[src/rtl/bpuf_ctrl_pkg.sv]
// Shared types, defaults and sizing helpers for the bistable-ring PUF
// evaluation controller.
package bpuf_ctrl_pkg;

  typedef enum logic [2:0] {
    S_IDLE   = 3'd0,
    S_EXCITE = 3'd1,
    S_SETTLE = 3'd2,
    S_SAMPLE = 3'd3,
    S_DONE   = 3'd4
  } bpuf_state_e;

  localparam int DEF_WIDTH         = 33;
  localparam int DEF_EXCITE_CYCLES = 4;
  localparam int DEF_SETTLE_CYCLES = 16;
  localparam int DEF_NUM_EVALS     = 5;

  function automatic int tally_w(input int n);
    return $clog2(n + 1);
  endfunction

  function automatic int max2(input int a, input int b);
    return (a > b) ? a : b;
  endfunction

endpackage

[src/rtl/bpuf_eval_ctrl_tally.sv]
// Per-bit response path: 2-flop synchronizer on the asynchronous ring output,
// a tally of sampled ones, and majority/instability of the post-update tally.
module bpuf_bit_tally
  import bpuf_ctrl_pkg::*;
#(
  parameter int NUM_EVALS = DEF_NUM_EVALS
) (
  input  logic clk,
  input  logic rst,
  input  logic i_resp_async,
  input  logic i_clr,
  input  logic i_inc,
  output logic o_maj_next,
  output logic o_unst_next
);

  localparam int TW = tally_w(NUM_EVALS);

  logic          r_sync1;
  logic          r_sync2;
  logic [TW-1:0] r_tally;
  logic [TW-1:0] w_tally_next;

  // synchronizer and tally registers
  always_ff @(posedge clk) begin
    if (rst) begin
      r_sync1 <= 1'b0;
      r_sync2 <= 1'b0;
      r_tally <= '0;
    end else begin
      r_sync1 <= i_resp_async;
      r_sync2 <= r_sync1;
      r_tally <= w_tally_next;
    end
  end

  // next tally; outputs look at it so the result is ready on the DONE entry edge
  always_comb begin
    w_tally_next = r_tally;
    if (i_clr) begin
      w_tally_next = '0;
    end else if (i_inc) begin
      w_tally_next = r_tally + TW'(r_sync2);
    end else begin
      w_tally_next = r_tally;
    end
    o_maj_next  = (w_tally_next > TW'(NUM_EVALS / 2));
    o_unst_next = (w_tally_next != '0) && (w_tally_next != TW'(NUM_EVALS));
  end

endmodule

[src/rtl/bpuf_eval_ctrl.sv]
// Evaluation sequencer for the bistable-ring PUF array: excite/release/sample
// repeated NUM_EVALS times, then a majority-voted response with instability flags.
module bpuf_eval_ctrl
  import bpuf_ctrl_pkg::*;
#(
  parameter int WIDTH         = DEF_WIDTH,
  parameter int EXCITE_CYCLES = DEF_EXCITE_CYCLES,
  parameter int SETTLE_CYCLES = DEF_SETTLE_CYCLES,
  parameter int NUM_EVALS     = DEF_NUM_EVALS
) (
  input  logic             clk,
  input  logic             rst,
  input  logic             start,
  input  logic [WIDTH-1:0] chal_in,
  output logic             busy,
  output logic             done,
  output logic [WIDTH-1:0] resp_out,
  output logic [WIDTH-1:0] unstable,
  output logic [WIDTH-1:0] puf_excite,
  input  logic [WIDTH-1:0] puf_resp
);

  localparam int PH_W = tally_w(max2(EXCITE_CYCLES, SETTLE_CYCLES));
  localparam int EC_W = tally_w(NUM_EVALS);

  bpuf_state_e      r_state;
  bpuf_state_e      w_next;
  logic [PH_W-1:0]  r_phase;
  logic [EC_W-1:0]  r_eval;
  logic [WIDTH-1:0] r_chal;
  logic             r_busy;
  logic             r_done;
  logic [WIDTH-1:0] r_resp;
  logic [WIDTH-1:0] r_unst;
  logic [WIDTH-1:0] r_excite;
  logic             w_accept;
  logic             w_inc;
  logic [WIDTH-1:0] w_maj;
  logic [WIDTH-1:0] w_unst;

  assign w_accept   = (r_state == S_IDLE) && start;
  assign w_inc      = (r_state == S_SAMPLE);
  assign busy       = r_busy;
  assign done       = r_done;
  assign resp_out   = r_resp;
  assign unstable   = r_unst;
  assign puf_excite = r_excite;

  // next-state logic
  always_comb begin
    w_next = r_state;
    case (r_state)
      S_IDLE:   w_next = start ? S_EXCITE : S_IDLE;
      S_EXCITE: w_next = (r_phase == PH_W'(EXCITE_CYCLES - 1)) ? S_SETTLE : S_EXCITE;
      S_SETTLE: w_next = (r_phase == PH_W'(SETTLE_CYCLES - 1)) ? S_SAMPLE : S_SETTLE;
      S_SAMPLE: w_next = (r_eval == EC_W'(NUM_EVALS - 1)) ? S_DONE : S_EXCITE;
      S_DONE:   w_next = S_IDLE;
      default:  w_next = S_IDLE;
    endcase
  end

  // state, counters and registered outputs (driven from the next state)
  always_ff @(posedge clk) begin
    if (rst) begin
      r_state  <= S_IDLE;
      r_phase  <= '0;
      r_eval   <= '0;
      r_chal   <= '0;
      r_busy   <= 1'b0;
      r_done   <= 1'b0;
      r_resp   <= '0;
      r_unst   <= '0;
      r_excite <= '0;
    end else begin
      r_state <= w_next;
      r_phase <= (w_next != r_state) ? '0 : r_phase + PH_W'(1);
      if (w_accept) begin
        r_eval <= '0;
        r_chal <= chal_in;
      end else if (w_inc) begin
        r_eval <= r_eval + EC_W'(1);
      end
      r_busy   <= (w_next != S_IDLE);
      r_done   <= (w_next == S_DONE);
      r_excite <= (w_next == S_EXCITE) ? (w_accept ? chal_in : r_chal) : '0;
      // result holds from DONE until the next acceptance clears it
      if (w_accept) begin
        r_resp <= '0;
        r_unst <= '0;
      end else if (w_next == S_DONE) begin
        r_resp <= w_maj;
        r_unst <= w_unst;
      end
    end
  end

  for (genvar g = 0; g < WIDTH; g++) begin : g_bit
    bpuf_bit_tally #(.NUM_EVALS(NUM_EVALS)) u_tally (
      .clk          (clk),
      .rst          (rst),
      .i_resp_async (puf_resp[g]),
      .i_clr        (w_accept),
      .i_inc        (w_inc),
      .o_maj_next   (w_maj[g]),
      .o_unst_next  (w_unst[g])
    );
  end

endmodule

[config.mk]
export PLATFORM = sky130hd
export DESIGN_NAME = bpuf_eval_ctrl
export DESIGN_NICKNAME = d
export VERILOG_FILES = /design/src/rtl/bpuf_ctrl_pkg.sv /design/src/rtl/bpuf_eval_ctrl_tally.sv /design/src/rtl/bpuf_eval_ctrl.sv
export SDC_FILE = /design/constraint.sdc
export NUM_CORES = 1
export LEC_CHECK = 0
export ABC_AREA = 0
export CAP_MARGIN = 40
export CORE_MARGIN = 8
export CORE_UTILIZATION = 40
export DETAILED_ROUTE_END_ITERATION = 7
export SLEW_MARGIN = 20
export SYNTH_ARGS = -nofsm -noshare
export SYNTH_HDL_FRONTEND = slang
export SYNTH_SLANG_ARGS = --single-unit
export TNS_END_PERCENT = 20
[constraint.sdc]
create_clock -name clk -period 4.25 [get_ports clk]
set_input_delay 0.85 -clock clk [delete_from_list [all_inputs] [get_ports clk]]
set_output_delay 0.85 -clock clk [all_outputs]
set_load 0.01 [all_outputs]
==> results of run 1 <==
[synth_stat cells (all sizes together)]
cell type    n
a211oi       9
a21oi      110
a22oi       35
a31oi       15
and2         7
and3         1
and3b        1
and4b        9
buf         37
clkbuf      41
dfxtp      310
ha          70
inv          4
mux2         7
mux2i       44
nand2       76
nand2b       2
nand3        3
nand3b       7
nand4b       4
nor2       170
nor2b       67
nor3        15
nor4b        2
o211ai       1
o21a        11
o21ai       63
or3          1
xnor2       51
xor2        14
[power groups by stage]
stage / Combinational (mW) / Clock [mW] / Sequential (mW)
after global placement: 0.344 / 0 / 3.06
after floorplan: 0.187 / 0 / 3.06
after CTS: 0.348 / 3.15 / 2.99
final: 0.342 / 3.08 / 2.99
after detailed placement: 0.347 / 0 / 3.06
after global routing: 0.375 / 3.29 / 3.00
[layout make-up]
cell class / instances / area, sq um
flip-flops and latches: 310 / 6210
repair buffers: 185 / 1850
multi-input cells: 795 / 5380
well taps: 390 / 488
clock buffers: 51 / 1060
inverters: 4 / 15.0
fillers: 2744 / 14400
clock inverters: 11 / 139
[critical path: cells and delay by family, from the launching register on]
| kind | cells | cell delay [ps] |
|---|---|---|
| AND/OR/NAND/NOR | 2 | 780 |
| flip-flops | 1 | 610 |
| buffers and inverters | 1 | 530 |
| XOR/XNOR | 2 | 390 |
| AO/OA/AOI/OAI | 1 | 100 |
[registers in the layout (all words and copies together), names as in the netlist]
| register | flops |
|---|---|
| g_bit.u_tally.r_tally | 99 |
| g_bit.u_tally.r_sync1 | 33 |
| g_bit.u_tally.r_sync2 | 33 |
| puf_excite | 33 |
| r_chal | 33 |
| resp_out | 33 |
| unstable | 33 |
| r_phase | 5 |
| r_eval | 3 |
| r_state | 3 |
| busy | 1 |
| done | 1 |
[per-stage QoR]
stage / hold WS, ps / worst slack, ps / total power, mW / util, % / instance area, sq um
floorplan: 414 / 2390 / 3.25 / - / 12000
global placement: 415 / 1320 / 3.40 / 47.0 / 13900
detailed placement: 422 / 1320 / 3.41 / 47.0 / 13900
CTS: 435 / 1610 / 6.50 / 51.1 / 15100
global route: 440 / 1490 / 6.66 / 51.2 / 15100
finish: 430 / 1670 / 6.42 / 51.2 / 15100
[metal layers]
layer	track usage, %	part of all wire [%]
met1	19.7	48
met2	25.1	45
met3	3.51	4.7
met4	3.97	1.6
met5	0	0
[cell families (layout without fill, tap and decap cells)]
kind of cell,count (synthesis),count (layout),share of synthesized area [%]
and+or+nand+nor,365,365,14.6
adders and majority gates,70,70,7.33
DFF,310,310,51.9
xor gates and xnor gates,65,65,5.77
AOI/OAI and AO/OA,244,244,12.7
buffers and inverters,82,251,3.36
muxes,51,51,4.34
[worst max-delay path by stage]
stage / start / cells after the start / end
5_1_grt: r_state[1] / 6 / unstable[10]
6_report: r_state[1] / 6 / unstable[10]
4_1_cts: r_state[1] / 6 / unstable[10]
3_5_place_dp: start / 6 / unstable[6]
2_1_floorplan: start / 6 / resp_out[14]
3_3_place_gp: start / 6 / unstable[23]
==> out/results.ini, run 1 <==
[clock_network]
cts_tree = yes
post_cts_buffers = 0
numCtsBuffers = 35
cts_resized = 0
clk_latency_ps = 510
htreeDepth = 2
cts_buffer_depth = 3
cts.sinks = 310
clk_pin_slew_ps = 60
cts-root-buf = clkbuf_16
cts_hold_buf = 0

[placed_design]
hpwlAfterDp_microns = 17100
gp_congestion = 0.740
port_buffers = 169
placed_cells = 1683

[timing]
fin_worst_skew_ps = 12.9
period_minus_slack_ps = 2580
hold_viol_final = 0
final.setup.tns_ps = 0
max_freq_mhz = 388
tightest_slew_ps = 824
period_share_pct = 60.6
relSlewSlack_pct = 44.9
rsz0062_at_grt = false
drv_slew = 0
setup_viol = 0

[synthesis]
synthTopCellsByArea = dfxtp_1 52%, ha_1 7.3%, nor2_1 5.3%
netlist.top_cell.by_area = dfxtp_1
syn_inst = 1187
synth.distinct_cells = 44
syn_area_sq_um = 12000
synth_top_area_share_pct = 51.9
ys_seq_elements = 310
seq_area_frac_synth_pct = 51.9
yosys_warnings = 0
synth_area_per_cell_sq_um = 10.1
synth_nets = 1326

[worst_setup_path]
r2r_start = r_state[1]
r2r-end = unstable[10]
cp.arrival_ps = 2940
worstSetupEndpointType = flip-flop
cp_slowest_stage_delay_ps = 610
reg2reg_depth = 6
cp.required_ps = 4610
ff2ff_setup_slack_ps = 1670
path_class = flip-flop to flip-flop
crit_chain = and3b_4, buf_4, nand2_1, xor2_2, xnor2_1, a31oi_1
path_max_fanout = 37
worst_setup_path_start_kind = flip-flop
crit_path_top_delay_cell = dfxtp_2

[floorplanning]
initial_utilization_pct = 40.4
row_count = 63
coreArea_sq_um = 29600
die_w_microns = 189
io_pins = 170
dieArea_sq_um = 35700
die_height_microns = 189

[route]
wire_per_inst_microns = 15.7
final_antenna_net_count = 0
drtPass1Iterations = 4
drt_iter0_drc = 349
drt_wl_total_microns = 27400
viasPerCell = 4.82
num_vias = 8420
drc = 0

[global_route]
grt_usage_pct = 15.2
grt_max_degree = 95
gr-total-overflow = 0
grt_pass1_vias = 8515
grt_pass1_wl_microns = 44500
antenna_found_initial = 0

[pwr]
switchingPower_mw = 1.37
p_leak_nw = 6.15
seqPwrFrac_pct = 46.6
clock_power_share_pct = 48.0
combPwrFrac_pct = 5.3
p_sw_share_pct = 21.4
power.density_nw_per_um2 = 424
intPower_mw = 5.04
ir_drop_mv = 0.218

[min_path]
worst_hold_startpoint = g_bit[14].u_tally.r_sync1
hold_depth = 1
worst_hold_path_type = flip-flop to flip-flop
whs_endpoint = g_bit[14].u_tally.r_sync2

[layout]
mostFrequentLayoutCells = 309 x dfxtp_1, 168 x clkdlybuf4s50_1, 167 x nor2_1
syn_to_final_growth_pct = 26.6
layout_commonest_cell = dfxtp_1
finalNonFillerCells = 1746
drive_gt1_share_pct = 9.51
diodes = 0
finalNetCount = 1470

[outcome]
outcome = complete, no violations

[job]
cap_violations = 0

(Power assumes the default switching activity.)
==> run 2: changes to the inputs <==
Clock period 4.25 ns to 2.6 ns, I/O delays scaled along.
==> out/results.ini, run 2 (same netlist as run 1, synthesis figures left out) <==
[outcome]
outcome = complete, no violations  ; unchanged

[layout]
largest_reg_flops = 99  ; unchanged
drive_gt1_share_pct = 9.50  ; was 9.51%
finalNetCount = 1476  ; was 1470
mostFrequentLayoutCells = 309 x dfxtp_1, 168 x clkdlybuf4s50_1, 167 x nor2_1  ; unchanged
syn_to_final_growth_pct = 26.8  ; was 26.6%
top_register = g_bit.u_tally.r_tally  ; unchanged
layout_commonest_cell = dfxtp_1  ; unchanged
diodes = 0  ; unchanged

[clock_network]
cts_buffer_depth = 3  ; unchanged
cts_tree = yes  ; unchanged
numCtsBuffers = 35  ; unchanged
cts.sinks = 310  ; unchanged
cts-root-buf = clkbuf_16  ; unchanged
clk_latency_ps = 500  ; was 510 ps
htreeDepth = 2  ; unchanged
cts_hold_buf = 0  ; unchanged
post_cts_buffers = 0  ; unchanged
clk_pin_slew_ps = 60  ; about the same
cts_resized = 0  ; unchanged

[timing]
relSlewSlack_pct = 47.9  ; was 44.9%
hold_viol_final = 0  ; unchanged
fin_worst_skew_ps = 9.78  ; was 12.9 ps
worst_slack_ps = 379  ; was 1670 ps
tightest_slew_ps = 780  ; was 824 ps
max_freq_mhz = 450  ; was 388 MHz
period_minus_slack_ps = 2220  ; was 2580 ps
drv_slew = 0  ; unchanged
period_share_pct = 85.4  ; was 60.6%
rsz0062_at_grt = false  ; unchanged
setup_viol = 0  ; unchanged
final.setup.tns_ps = 0  ; unchanged

[worst_setup_path]
path_buf_inv = 1  ; unchanged
crit_chain = buf_4, nor4b_4, nor2_4, a22oi_1, o21a_1, a21oi_1  ; was and3b_4, buf_4, nand2_1, xor2_2, xnor2_1, a31oi_1
ff2ff_setup_slack_ps = 380  ; was 1670 ps
cp.required_ps = 3020  ; was 4610 ps
cp_top_family = simple AND/OR/NAND/NOR gates  ; unchanged
cp_slowest_stage_delay_ps = 610  ; about the same
worstSetupEndpointType = flip-flop  ; unchanged
r2r-end = resp_out[11]  ; was unstable[10]
path_class = flip-flop to flip-flop  ; unchanged
worst_setup_path_start_kind = flip-flop  ; unchanged
crit_path_top_delay_cell = nor2_4  ; was dfxtp_2
path_depth = 6  ; unchanged
cp.arrival_ps = 2640  ; was 2940 ps
path_max_fanout = 23  ; was 37
r2r_start = r_state[2]  ; was r_state[1]
reg2reg_depth = 6  ; unchanged

[placed_design]
port_buffers = 169  ; unchanged
gp_congestion = 0.740  ; about the same
post-place-ws_ps = 152  ; was 1320 ps
hpwlAfterDp_microns = 17700  ; was 17100 microns

[min_path]
worst_hold_startpoint = g_bit[23].u_tally.r_sync1  ; was g_bit[14].u_tally.r_sync1
whs_endpoint = g_bit[23].u_tally.r_sync2  ; was g_bit[14].u_tally.r_sync2
hold_depth = 1  ; unchanged
worst_hold_path_type = flip-flop to flip-flop  ; unchanged

[route]
drt_iter0_drc = 348  ; was 349
viasPerCell = 4.87  ; was 4.82
final_antenna_net_count = 0  ; unchanged
drc = 0  ; unchanged
drtPass1Iterations = 4  ; unchanged
wire_per_inst_microns = 15.7  ; about the same
drt_wl_total_microns = 27400  ; about the same
num_vias = 8508  ; was 8420

[pwr]
power.density_nw_per_um2 = 675  ; was 424 nW/um^2
p_leak_nw = 6.16  ; was 6.15 nW
ir_drop_mv = 0.412  ; was 0.218 mV

[global_route]
grt_max_degree = 58  ; was 95
grt_usage_pct = 15.2  ; about the same
antenna_found_initial = 0  ; unchanged
grt_pass1_vias = 8643  ; was 8515
gr-total-overflow = 0  ; unchanged
grt_pass1_wl_microns = 44800  ; was 44500 microns

[floorplanning]
dieArea_sq_um = 35700  ; unchanged
row_count = 63  ; unchanged
die_height_microns = 189  ; unchanged
coreArea_sq_um = 29600  ; unchanged
die_w_microns = 189  ; unchanged
initial_utilization_pct = 40.4  ; unchanged
io_pins = 170  ; unchanged

[job]
cap_violations = 0  ; unchanged

## run 2: routing by layer
layer	vias up	wire length, microns	track usage (%)
met5	-	0	0
met3	47	1310	3.44
li1	4321	-	-
met4	0	749	5.32
met1	3961	13200	19.4
met2	179	12200	24.8
## run 2: power breakdown
| group | leakage, nW | switching (mW) | internal, mW |
|---|---|---|---|
| clock | 0.543 | 1.85 | 2.91 |
| combinational | 3.10 | 0.304 | 0.273 |
| sequential | 2.52 | 0.0329 | 4.86 |
## run 2: through the flow
step	utilization, %	cells	hold WS [ps]	cell area, sq um	power [mW]
finish	51.3	1748	433	15200	10.2
global route	51.3	1748	446	15200	10.6
CTS	51.3	1748	434	15200	10.4
detailed placement	47.5	1690	420	14000	5.59
global placement	47.5	1690	415	14000	5.58
floorplan	-	1187	414	12000	5.31
## run 2: worst max-delay path by stage
stage / startpoint / end / slack [ps]
4_1_cts: r_state[2] / resp_out[11] / 370
3_5_place_dp: start / resp_out[6] / 150
2_1_floorplan: r_phase[0] / puf_excite[23] / 790
6_report: r_state[2] / resp_out[11] / 380
5_1_grt: r_state[2] / resp_out[23] / 210
3_3_place_gp: start / resp_out[22] / 210
## run 2: layout make-up
cell class	count	area, sq um
Multi-Input combinational cell	795	5380
Inverter	4	15.0
Fill cell	2763	14400
Tap cell	390	488
Clock buffer	49	1010
Clock inverter	9	108
Sequential cell	310	6210
Timing Repair Buffer	191	1950
